`src/rtl/pool_relu_stream.sv`:
```
// rtl/pool_relu_stream.sv - streaming POOLxPOOL max-pool with optional ReLU
//
// Purpose: consumes a row-major pixel stream (all CH channels per beat) and
// emits one pooled beat per POOLxPOOL window. Only one row of per-channel
// partial maxima (one entry per pooled column) is kept.
//
// Ports:
//   clk, rst             clock, synchronous active-high reset
//   start                one-cycle pulse, begins a frame from IDLE
//   in_valid/in_ready    input handshake, in_data = CH packed samples (ch0 LSBs)
//   out_valid/out_ready  output handshake, out_data = pooled (+ReLU) samples
//   out_last             marks the final pooled beat of the frame
//   busy                 high while a frame is running or flushing
//   done                 one-cycle pulse at frame completion
module pool_relu_stream #(
  parameter int DW        = 13,
  parameter int CH        = 10,
  parameter int IN_W      = 12,
  parameter int IN_H      = 12,
  parameter int POOL      = 2,
  parameter int RELU_MODE = 1
) (
  input  logic               clk,
  input  logic               rst,
  input  logic               start,
  input  logic               in_valid,
  output logic               in_ready,
  input  logic [CH*DW-1:0]   in_data,
  output logic               out_valid,
  input  logic               out_ready,
  output logic [CH*DW-1:0]   out_data,
  output logic               out_last,
  output logic               busy,
  output logic               done
);

  localparam int OUT_W = IN_W / POOL;
  localparam int OUT_H = IN_H / POOL;
  localparam int COL_W = (IN_W > 1) ? $clog2(IN_W) : 1;
  localparam int ROW_W = (IN_H > 1) ? $clog2(IN_H) : 1;
  localparam int PH_W  = $clog2(POOL);
  // Pooled indices run one past the last full window for the leftover
  // columns/rows that get discarded, so size them to hold OUT_W / OUT_H.
  localparam int PC_W  = $clog2(OUT_W + 1);
  localparam int PR_W  = $clog2(OUT_H + 1);

  localparam logic [COL_W-1:0] COL_LAST = COL_W'(IN_W - 1);
  localparam logic [ROW_W-1:0] ROW_LAST = ROW_W'(IN_H - 1);
  localparam logic [PH_W-1:0]  PH_LAST  = PH_W'(POOL - 1);
  localparam logic [PC_W-1:0]  PC_LIM   = PC_W'(OUT_W);
  localparam logic [PC_W-1:0]  PC_END   = PC_W'(OUT_W - 1);
  localparam logic [PR_W-1:0]  PR_LIM   = PR_W'(OUT_H);
  localparam logic [PR_W-1:0]  PR_END   = PR_W'(OUT_H - 1);

  localparam logic [1:0] S_IDLE  = 2'd0;
  localparam logic [1:0] S_RUN   = 2'd1;
  localparam logic [1:0] S_FLUSH = 2'd2;
  localparam logic [1:0] S_DONE  = 2'd3;

  logic [1:0]       state;
  logic [COL_W-1:0] col;
  logic [ROW_W-1:0] row;
  logic [PH_W-1:0]  cph;   // col % POOL
  logic [PH_W-1:0]  rph;   // row % POOL
  logic [PC_W-1:0]  pc;    // col / POOL
  logic [PR_W-1:0]  pr;    // row / POOL

  // Partial maxima, one entry per pooled column. Never reset: the first
  // pixel of every window overwrites its entry.
  logic [CH*DW-1:0] acc_mem [0:(1<<PC_W)-1];

  logic             accept;
  logic             in_win;
  logic             win_first;
  logic             win_last;
  logic [CH*DW-1:0] acc_rd;
  logic [CH*DW-1:0] max_w;
  logic [CH*DW-1:0] res_w;

  assign in_ready  = (state == S_RUN) && (!out_valid || out_ready);
  assign busy      = (state == S_RUN) || (state == S_FLUSH);
  assign done      = (state == S_DONE);
  assign accept    = in_valid && in_ready;
  assign in_win    = (pc < PC_LIM) && (pr < PR_LIM);
  assign win_first = (cph == '0) && (rph == '0);
  assign win_last  = (cph == PH_LAST) && (rph == PH_LAST);
  assign acc_rd    = acc_mem[pc];

  always_comb begin
    max_w = in_data;
    res_w = '0;
    for (int c = 0; c < CH; c++) begin
      if (!win_first && ($signed(acc_rd[c*DW +: DW]) > $signed(in_data[c*DW +: DW])))
        max_w[c*DW +: DW] = acc_rd[c*DW +: DW];
      if ((RELU_MODE != 0) && max_w[c*DW + DW - 1])
        res_w[c*DW +: DW] = '0;
      else
        res_w[c*DW +: DW] = max_w[c*DW +: DW];
    end
  end

  always_ff @(posedge clk) begin
    if (accept && in_win)
      acc_mem[pc] <= max_w;
  end

  always_ff @(posedge clk) begin
    if (rst) begin
      state     <= S_IDLE;
      col       <= '0;
      row       <= '0;
      cph       <= '0;
      rph       <= '0;
      pc        <= '0;
      pr        <= '0;
      out_valid <= 1'b0;
      out_last  <= 1'b0;
      out_data  <= '0;
    end else begin
      case (state)
        S_IDLE: begin
          if (start) begin
            state <= S_RUN;
            col   <= '0;
            row   <= '0;
            cph   <= '0;
            rph   <= '0;
            pc    <= '0;
            pr    <= '0;
          end
        end
        S_RUN: begin
          if (accept) begin
            if (col == COL_LAST) begin
              col <= '0;
              cph <= '0;
              pc  <= '0;
              row <= row + 1'b1;
              if (rph == PH_LAST) begin
                rph <= '0;
                pr  <= pr + 1'b1;
              end else begin
                rph <= rph + 1'b1;
              end
            end else begin
              col <= col + 1'b1;
              if (cph == PH_LAST) begin
                cph <= '0;
                pc  <= pc + 1'b1;
              end else begin
                cph <= cph + 1'b1;
              end
            end
            if ((row == ROW_LAST) && (col == COL_LAST))
              state <= S_FLUSH;
          end
        end
        S_FLUSH: begin
          if (!out_valid)
            state <= S_DONE;
        end
        S_DONE:  state <= S_IDLE;
        default: state <= S_IDLE;
      endcase

      // A beat is only accepted when the output register is free or being
      // drained this cycle, so a new result never overwrites a held one.
      if (accept && in_win && win_last) begin
        out_valid <= 1'b1;
        out_data  <= res_w;
        out_last  <= (pc == PC_END) && (pr == PR_END);
      end else if (out_valid && out_ready) begin
        out_valid <= 1'b0;
        out_last  <= 1'b0;
      end
    end
  end

endmodule
```
`config.mk`:
```
export PLATFORM = sky130hd
export DESIGN_NAME = pool_relu_stream
export DESIGN_NICKNAME = d
export VERILOG_FILES = /design/src/rtl/pool_relu_stream.sv
export SDC_FILE = /design/constraint.sdc
export NUM_CORES = 1
export LEC_CHECK = 0
export ABC_CLOCK_PERIOD_IN_PS = 20600
export BUFFER_PORTS_ARGS = -buffer_cell sky130_fd_sc_hd__buf_2
export CAP_MARGIN = 20
export CORE_MARGIN = 2
export CORE_UTILIZATION = 40
export CTS_BUF_LIST = sky130_fd_sc_hd__clkbuf_4 sky130_fd_sc_hd__clkbuf_8
export CTS_CLUSTER_DIAMETER = 120
export DETAILED_ROUTE_END_ITERATION = 8
export PLACE_DENSITY_LB_ADDON = 0.15
export RECOVER_POWER = 50
export SLEW_MARGIN = 5
export SYNTH_ARGS = -nofsm -noshare
export SYNTH_HDL_FRONTEND = slang
export SYNTH_SLANG_ARGS = --single-unit
```
`constraint.sdc`:
```
create_clock -name clk -period 20.6 [get_ports clk]
set_input_delay 4.12 -clock clk [delete_from_list [all_inputs] [get_ports clk]]
set_output_delay 4.12 -clock clk [all_outputs]
set_load 0.005 [all_outputs]
```
==> results.sh, run 1 <==
export IMPL_cts_tree="done"
export IMPL_slew_headroom=-5.09
export IMPL_syn_inst=3015
export IMPL_cp_max_fo=110
export IMPL_nFillCells=11000
export IMPL_vias=28000
export IMPL_finClkSkew_ns=0.0318
export IMPL_drv_slew=951
export IMPL_grt_pass1_wl_mm=173
export IMPL_area_growth_pct=15.9
export IMPL_synth_edf_count=1040
export IMPL_critPathKind="in2reg"
export IMPL_hpwl_mm=66.3
export IMPL_cts_root_buf="clkbuf_8"
export IMPL_synth_cell_type_count=68
export IMPL_layout_nets=3896
export IMPL_cts_buffers=198
export IMPL_switchingPower_mw=1.61
export IMPL_cp_end_kind="flip-flop"
export IMPL_cts_sinks=1183
export IMPL_max_freq_ghz=0.0874
export IMPL_setup_viol=0
export IMPL_core_sq_mm=0.124
export IMPL_clk_path_buf_depth=3
export IMPL_holdWs_ns=0.451
export IMPL_cts_clk_slew_worst_paths_ns=0.06
export IMPL_post_drt_via_cell_ratio=5.15
export IMPL_final_min_clock_period_ns=11.44
export IMPL_ys_seq_area_frac=0.682
export IMPL_wl_per_cell_um=21.0
export IMPL_firstDrtPassIters=5
export IMPL_comb_power_share=0.149
export IMPL_synthFlopType="edfxtp_1"
export IMPL_post_cts_repair_setup_buffers=0
export IMPL_pwr_share_clk=0.347
export IMPL_cts_hold_buf=0
export IMPL_placed_cell_area_sq_mm=0.0541
export IMPL_layout_drive_gt1_share=0.244
export IMPL_status="finished with violations"
export IMPL_initial_utilization=0.404
export IMPL_power_per_cell_area_mw_per_mm2=106
export IMPL_grt_total_usage=0.180
export IMPL_async_reset_ff_frac=0
export IMPL_ir_worst_vdd_mv=0.0613
export IMPL_ant_nets=0
export IMPL_synth_seq_cells=1183
export IMPL_rsz0062_at_grt="no"
export IMPL_fp_dieW_um=358
export IMPL_worstSkewPairLatency_ns=0.89
export IMPL_internal_power_mw=4.51
export IMPL_overflow=0
export IMPL_hold_path_class="reg2reg"
export IMPL_fin_area_sq_mm=0.0579
export IMPL_antenna_found_initial=12
export IMPL_rows=129
export IMPL_cap_violations=22
export IMPL_violations="capacitance limit, slew limit"
export IMPL_port_buffers=259
export IMPL_synth_avg_cell_area_sq_um=16.6
export IMPL_cp_arrival_ns=11.62
export IMPL_fin_setup_tns_ns=0
export IMPL_syn_cell_area_sq_mm=0.0500
export IMPL_seqPwrFrac=0.504
export IMPL_place_congestion=0.754
export IMPL_detail_route_iter0_violations=1838
export IMPL_min_period_over_period=0.555
export IMPL_swShare=0.263
export IMPL_critPathLaunch="out_ready"
export IMPL_yosysWarnings=0
export IMPL_die_area_sq_mm=0.128
export IMPL_min_from="out_data[1]"
export IMPL_finalWirelength_mm=114
export IMPL_worst_pin_slew_ns=9.13
export IMPL_dieHeight_um=358
export IMPL_cts_htree_levels=4
export IMPL_grt_max_degree=111
export IMPL_cp_required_ns=20.78
export IMPL_first_global_vias=28800
export IMPL_pin_count=270
export IMPL_route_detailed_drc=0
export IMPL_ctsResizeCount=0
export IMPL_p_leak_nw=20.0
export IMPL_cp_start_kind="primary input"
export IMPL_hold_viol=0
export IMPL_multiInputGateArea_sq_mm=0.0155
export IMPL_regArea_sq_mm=0.0341
==> sequential cells by signal, indices dropped and copies added, names as in the netlist, named ones only <==
register   cells
pr             3
rph            1
out_data     120
out_valid      1
out_last       1
state          2
row            4
pc             3
acc_mem     1040
col            4
cph            1
==> layout make-up <==
cell class / count / share of cell area
sequential: 1183 / 0.589
antenna: 2 / 0.0000864
multi-input combinational: 1755 / 0.267
tap: 1637 / 0.0354
inverter: 173 / 0.0112
clock buffer: 300 / 0.0628
timing repair buffer: 309 / 0.0263
clock inverter: 75 / 0.00834
==> routing by layer <==
metal / routed length, um / up-vias / track usage
li1: - / 12900 / -
met1: 52000 / 14200 / 0.245
met2: 54500 / 635 / 0.292
met3: 5160 / 201 / 0.0334
met4: 2650 / 4 / 0.0588
met5: 34 / - / 0
==> worst max-delay path, stage by stage <==
cell and delay [ns]:
clkbuf_1 0.08, nand2b_1 0.14, and2_0 0.24, nand3_1 0.24
nor4_1 0.29, clkbuf_1 6.35
==> metrics by stage <==
| step | cells | power (mW) | utilization | setup WS [ns] |
|---|---|---|---|---|
| 2_1_floorplan | 3284 | 3.75 | - | 1.81 |
| 3_3_place_gp | 5054 | 4.03 | 0.437 | 11.76 |
| 3_5_place_dp | 5054 | 4.05 | 0.437 | 11.75 |
| 4_1_cts | 5429 | 6.20 | 0.470 | 11.74 |
| 5_1_grt | 5434 | 6.44 | 0.468 | 8.49 |
| 6_report | 5434 | 6.11 | 0.468 | 9.16 |
==> logic make-up after synthesis <==
family,after synthesis,share of synthesized area
flip-flops,1183,0.682
AND/OR/NAND/NOR,478,0.0457
AO/OA/AOI/OAI,452,0.0583
multiplexers,406,0.148
buffers and inverters,346,0.0294
adder cells (fa/ha/maj),141,0.0353
XOR/XNOR,8,0.00140
other,1,0.0000750
==> cell usage in the layout, fill, tap and decap left out, drive strengths merged, types with 5 or more instances in the layout <==
cell type and n:
a22oi 36, mux4 254, a31oi 15, a21oi 205, o22ai 5, and3 7
nand2b 10, o311ai 24, clkinvlp 5, or4 11, nand3 101, edfxtp 1040
and2 17, o211ai 5, mux2 126, a32oi 42, a221o 14, dfxtp 143
o21ai 53, nand4 20, conb 270, inv 178, xor2 6, nor4 6
clkinv 61, nor2 120, buf 207, nor2b 7, nor3 29, mux2i 26
clkbuf 402, a21o 24, nand2 126, ha 141
==> power groups by stage <==
stage          clock, mW  combinational, mW  sequential, mW
6_report            2.12              0.909            3.08
5_1_grt             2.31               1.03            3.10
2_1_floorplan          0              0.636            3.11
3_3_place_gp           0              0.916            3.11
3_5_place_dp           0              0.927            3.12
4_1_cts             2.20              0.931            3.07
==> cell usage after synthesis (4+ instances only) <==
library cell / number / share of area
buf_2: 72 / 0.0072
a21o_1: 24 / 0.0036
o311ai_1: 20 / 0.0035
and3_1: 7 / 0.00088
mux2_2: 126 / 0.028
o21ai_0: 51 / 0.0051
a31oi_1: 15 / 0.0019
nor3_1: 29 / 0.0029
inv_1: 173 / 0.013
nand3b_1: 4 / 0.00060
a221o_1: 14 / 0.0028
a22oi_1: 36 / 0.0054
ha_1: 141 / 0.035
o311ai_0: 4 / 0.00070
nand2_1: 126 / 0.0095
or4_1: 11 / 0.0017
a21oi_1: 205 / 0.021
mux4_2: 254 / 0.11
nand4_1: 20 / 0.0025
nor4_1: 6 / 0.00075
and2_1: 15 / 0.0019
clkbuf_1: 70 / 0.0053
nand2b_1: 10 / 0.0013
edfxtp_1: 1040 / 0.62
nor2b_1: 7 / 0.00088
dfxtp_1: 143 / 0.057
mux2i_1: 26 / 0.0052
buf_4: 18 / 0.0027
o22ai_1: 5 / 0.00063
xor2_1: 6 / 0.0011
nand3_1: 100 / 0.010
buf_1: 11 / 0.00083
o211ai_1: 4 / 0.00060
nor2_1: 120 / 0.0090
a32oi_1: 42 / 0.0074
==> worst paths after layout <==
check                         end  slack [ns]  cells past startpoint
setup reg to reg  acc_mem[4][106]       10.72                     13
hold / removal        out_data[1]        0.45                      2
setup / recovery  acc_mem[0][123]        9.16                      6
hold reg to reg       out_data[1]        0.45                      2
Power figures use the tool's default switching activity.
==> inputs of run 2 (changes only) <==
Settings changed: ABC_CLOCK_PERIOD_IN_PS 20600 to 9200.
Clock period 20.6 ns to 9.2 ns, I/O delays scaled along.
==> run 2 against run 1 <==
  * Global-route usage rose by 0.071 points
  * Non-clock buffer count fell by 2
  * Total power rose by 130%
  * Highest routed layer unchanged
  * Via count barely moved
  * Die area did not move
  * Clock power rose by 130%
  * The flow still finishes with violations (capacitance limit, slew limit)
  * Clock-buffer cell count fell by 8
  * Critical endpoint is now acc_mem[0][74]
  * Sequential power rose by 120%
  * Register-to-register slack got worse by 8.2 ns
==> results.sh, run 2 (same netlist as run 1, synthesis figures left out) <==
export IMPL_status="finished with violations"
export IMPL_violations="capacitance limit, slew limit"
export IMPL_cp_slowest_cell="clkbuf_1"
export IMPL_ctsResizeCount=0
export IMPL_cts_hold_buf=0
export IMPL_vias=28000
export IMPL_cp_arrival_ns=7.46
export IMPL_core_sq_mm=0.124
export IMPL_place_congestion=0.759
export IMPL_critPathLaunch="out_ready"
export IMPL_drv_slew=800
export IMPL_internal_power_mw=10.2
export IMPL_finClkSkew_ns=0.0423
export IMPL_top_regs="acc_mem x1040, out_data x120"
export IMPL_post_drt_via_cell_ratio=5.15
export IMPL_cts_htree_levels=4
export IMPL_path_common_cell="clkbuf_1"
export IMPL_hold_path_class="reg2reg"
export IMPL_slowest_delay_ns=2.95
export IMPL_overflow=0
export IMPL_critPathKind="in2reg"
export IMPL_p_leak_nw=20.1
export IMPL_path_cells="clkbuf_1 -> nand2b_1 -> and2_0 -> nand3_1 -> nor4_1 -> clkbuf_1 -> clkbuf_1"
export IMPL_antenna_found_initial=11
export IMPL_mostFrequentLayoutCell="edfxtp_1"
export IMPL_comb_power_share=0.147
export IMPL_path_buf_inv=3
export IMPL_setup_viol=0
export IMPL_layout_drive_gt1_share=0.247
export IMPL_fp_dieW_um=358
export IMPL_switchingPower_mw=3.62
export IMPL_min_from="out_data[2]"
export IMPL_slew_headroom=-1.80
export IMPL_worstSkewPairLatency_ns=0.92
export IMPL_layout_nets=3893
export IMPL_mostFrequentLayoutCells="edfxtp_1, conb_1, mux4_2"
export IMPL_cp_max_fo=51
export IMPL_clk_path_buf_depth=3
export IMPL_cp_end_kind="flip-flop"
export IMPL_pin_count=270
export IMPL_cts_root_buf="clkbuf_8"
export IMPL_worst_r2r_cell_count=7
export IMPL_die_area_sq_mm=0.128
export IMPL_min_period_over_period=0.767
export IMPL_worst_pin_slew_ns=4.20
export IMPL_dieHeight_um=358
export IMPL_grt_max_degree=111
export IMPL_swShare=0.262
export IMPL_cap_violations=20
export IMPL_wl_per_cell_um=21.1
export IMPL_cp_required_ns=9.61
export IMPL_cts_sinks=1183
export IMPL_r2r_start="state[1]"
export IMPL_area_growth_pct=16.3
export IMPL_cts_buffers=197
export IMPL_hpwl_mm=66.5
export IMPL_nFillCells=10900
export IMPL_grt_pass1_wl_mm=173
export IMPL_max_freq_ghz=0.142
export IMPL_hold_viol=0
export IMPL_ir_worst_vdd_mv=0.147
export IMPL_firstDrtPassIters=5
export IMPL_port_buffers=259
export IMPL_whs_path_depth=2
export IMPL_first_global_vias=28700
export IMPL_post_cts_repair_setup_buffers=0
export IMPL_finalWirelength_mm=115
export IMPL_cp_start_kind="primary input"
export IMPL_final_min_clock_period_ns=7.05
export IMPL_initial_utilization=0.404
export IMPL_detail_route_iter0_violations=1775
export IMPL_ant_nets=0
export IMPL_rows=129
export IMPL_largest_register_ffs=1040
export IMPL_power_mw=13.8
export IMPL_rsz0062_at_grt="no"
export IMPL_seqPwrFrac=0.498
export IMPL_power_per_cell_area_mw_per_mm2=238
export IMPL_critical_path_top_delay_family="buffers and inverters"
export IMPL_cts_tree="done"
export IMPL_route_detailed_drc=0
export IMPL_grt_total_usage=0.181
export IMPL_path_depth=7
export IMPL_holdWs_ns=0.448
export IMPL_cts_clk_slew_worst_paths_ns=0.06
export IMPL_regMostFlops="acc_mem"
export IMPL_pwr_share_clk=0.354
[run 2: changes by cell type in the layout (fill, tap and decap cells not counted), sizes merged]
| cell | delta |
|---|---|
| clkinv | +2 |
| bufinv | +5 |
| diode | +1 |
| clkinvlp | +1 |
| buf | -7 |
| clkbuf | -3 |
[run 2: final timing paths]
path                                       end  slack, ns
worst max-delay path            acc_mem[0][74]       2.15
worst min-delay path               out_data[2]       0.45
worst max register to register  acc_mem[0][74]       2.55
worst min register to register     out_data[2]       0.45
[run 2: area by class of cell]
type / instances / area, sq um / area share
antenna: 3 / 7.51 / 0.000129
multi-input combinational: 1755 / 15500 / 0.267
clock buffer: 292 / 3580 / 0.0616
clock inverter: 83 / 672 / 0.0116
inverter: 173 / 649 / 0.0112
timing repair buffer: 307 / 1580 / 0.0272
tap: 1637 / 2050 / 0.0352
sequential: 1183 / 34100 / 0.587
[run 2: through the flow]
stage	util	setup TNS (ns)	worst slack [ns]	area, sq um	cells
after floorplan	-	-197.33	-0.787	51000	3284
after global placement	0.437	0	3.56	54100	5053
after detailed placement	0.437	0	3.52	54100	5053
after CTS	0.472	0	3.50	58400	5428
after global routing	0.470	0	1.72	58100	5433
final	0.470	0	2.15	58100	5433
[run 2: metal layers]
metal,global-route usage,vias up,routed length (um)
met1,0.246,14200,51700
met2,0.291,653,54900
met5,0,-,10
li1,-,12900,-
met3,0.0345,180,5410
met4,0.0628,2,2780
[run 2: worst reg2reg max path: cells and delay by family, from the launching register on]
| family | cells | cell delay [ns] |
|---|---|---|
| DFF | 1 | 0.34 |
| and+or+nand+nor | 3 | 0.83 |
| adders and majority gates | 1 | 0.29 |
| buffers and inverters | 3 | 4.63 |
[run 2: power by group through the flow]
stage	Combinational, mW	Sequential, mW	Clock [mW]
6_report	2.03	6.88	4.90
5_1_grt	2.29	6.93	5.28
4_1_cts	2.07	6.88	5.05
3_5_place_dp	2.06	6.99	0
3_3_place_gp	2.04	6.98	0
2_1_floorplan	1.42	6.94	0
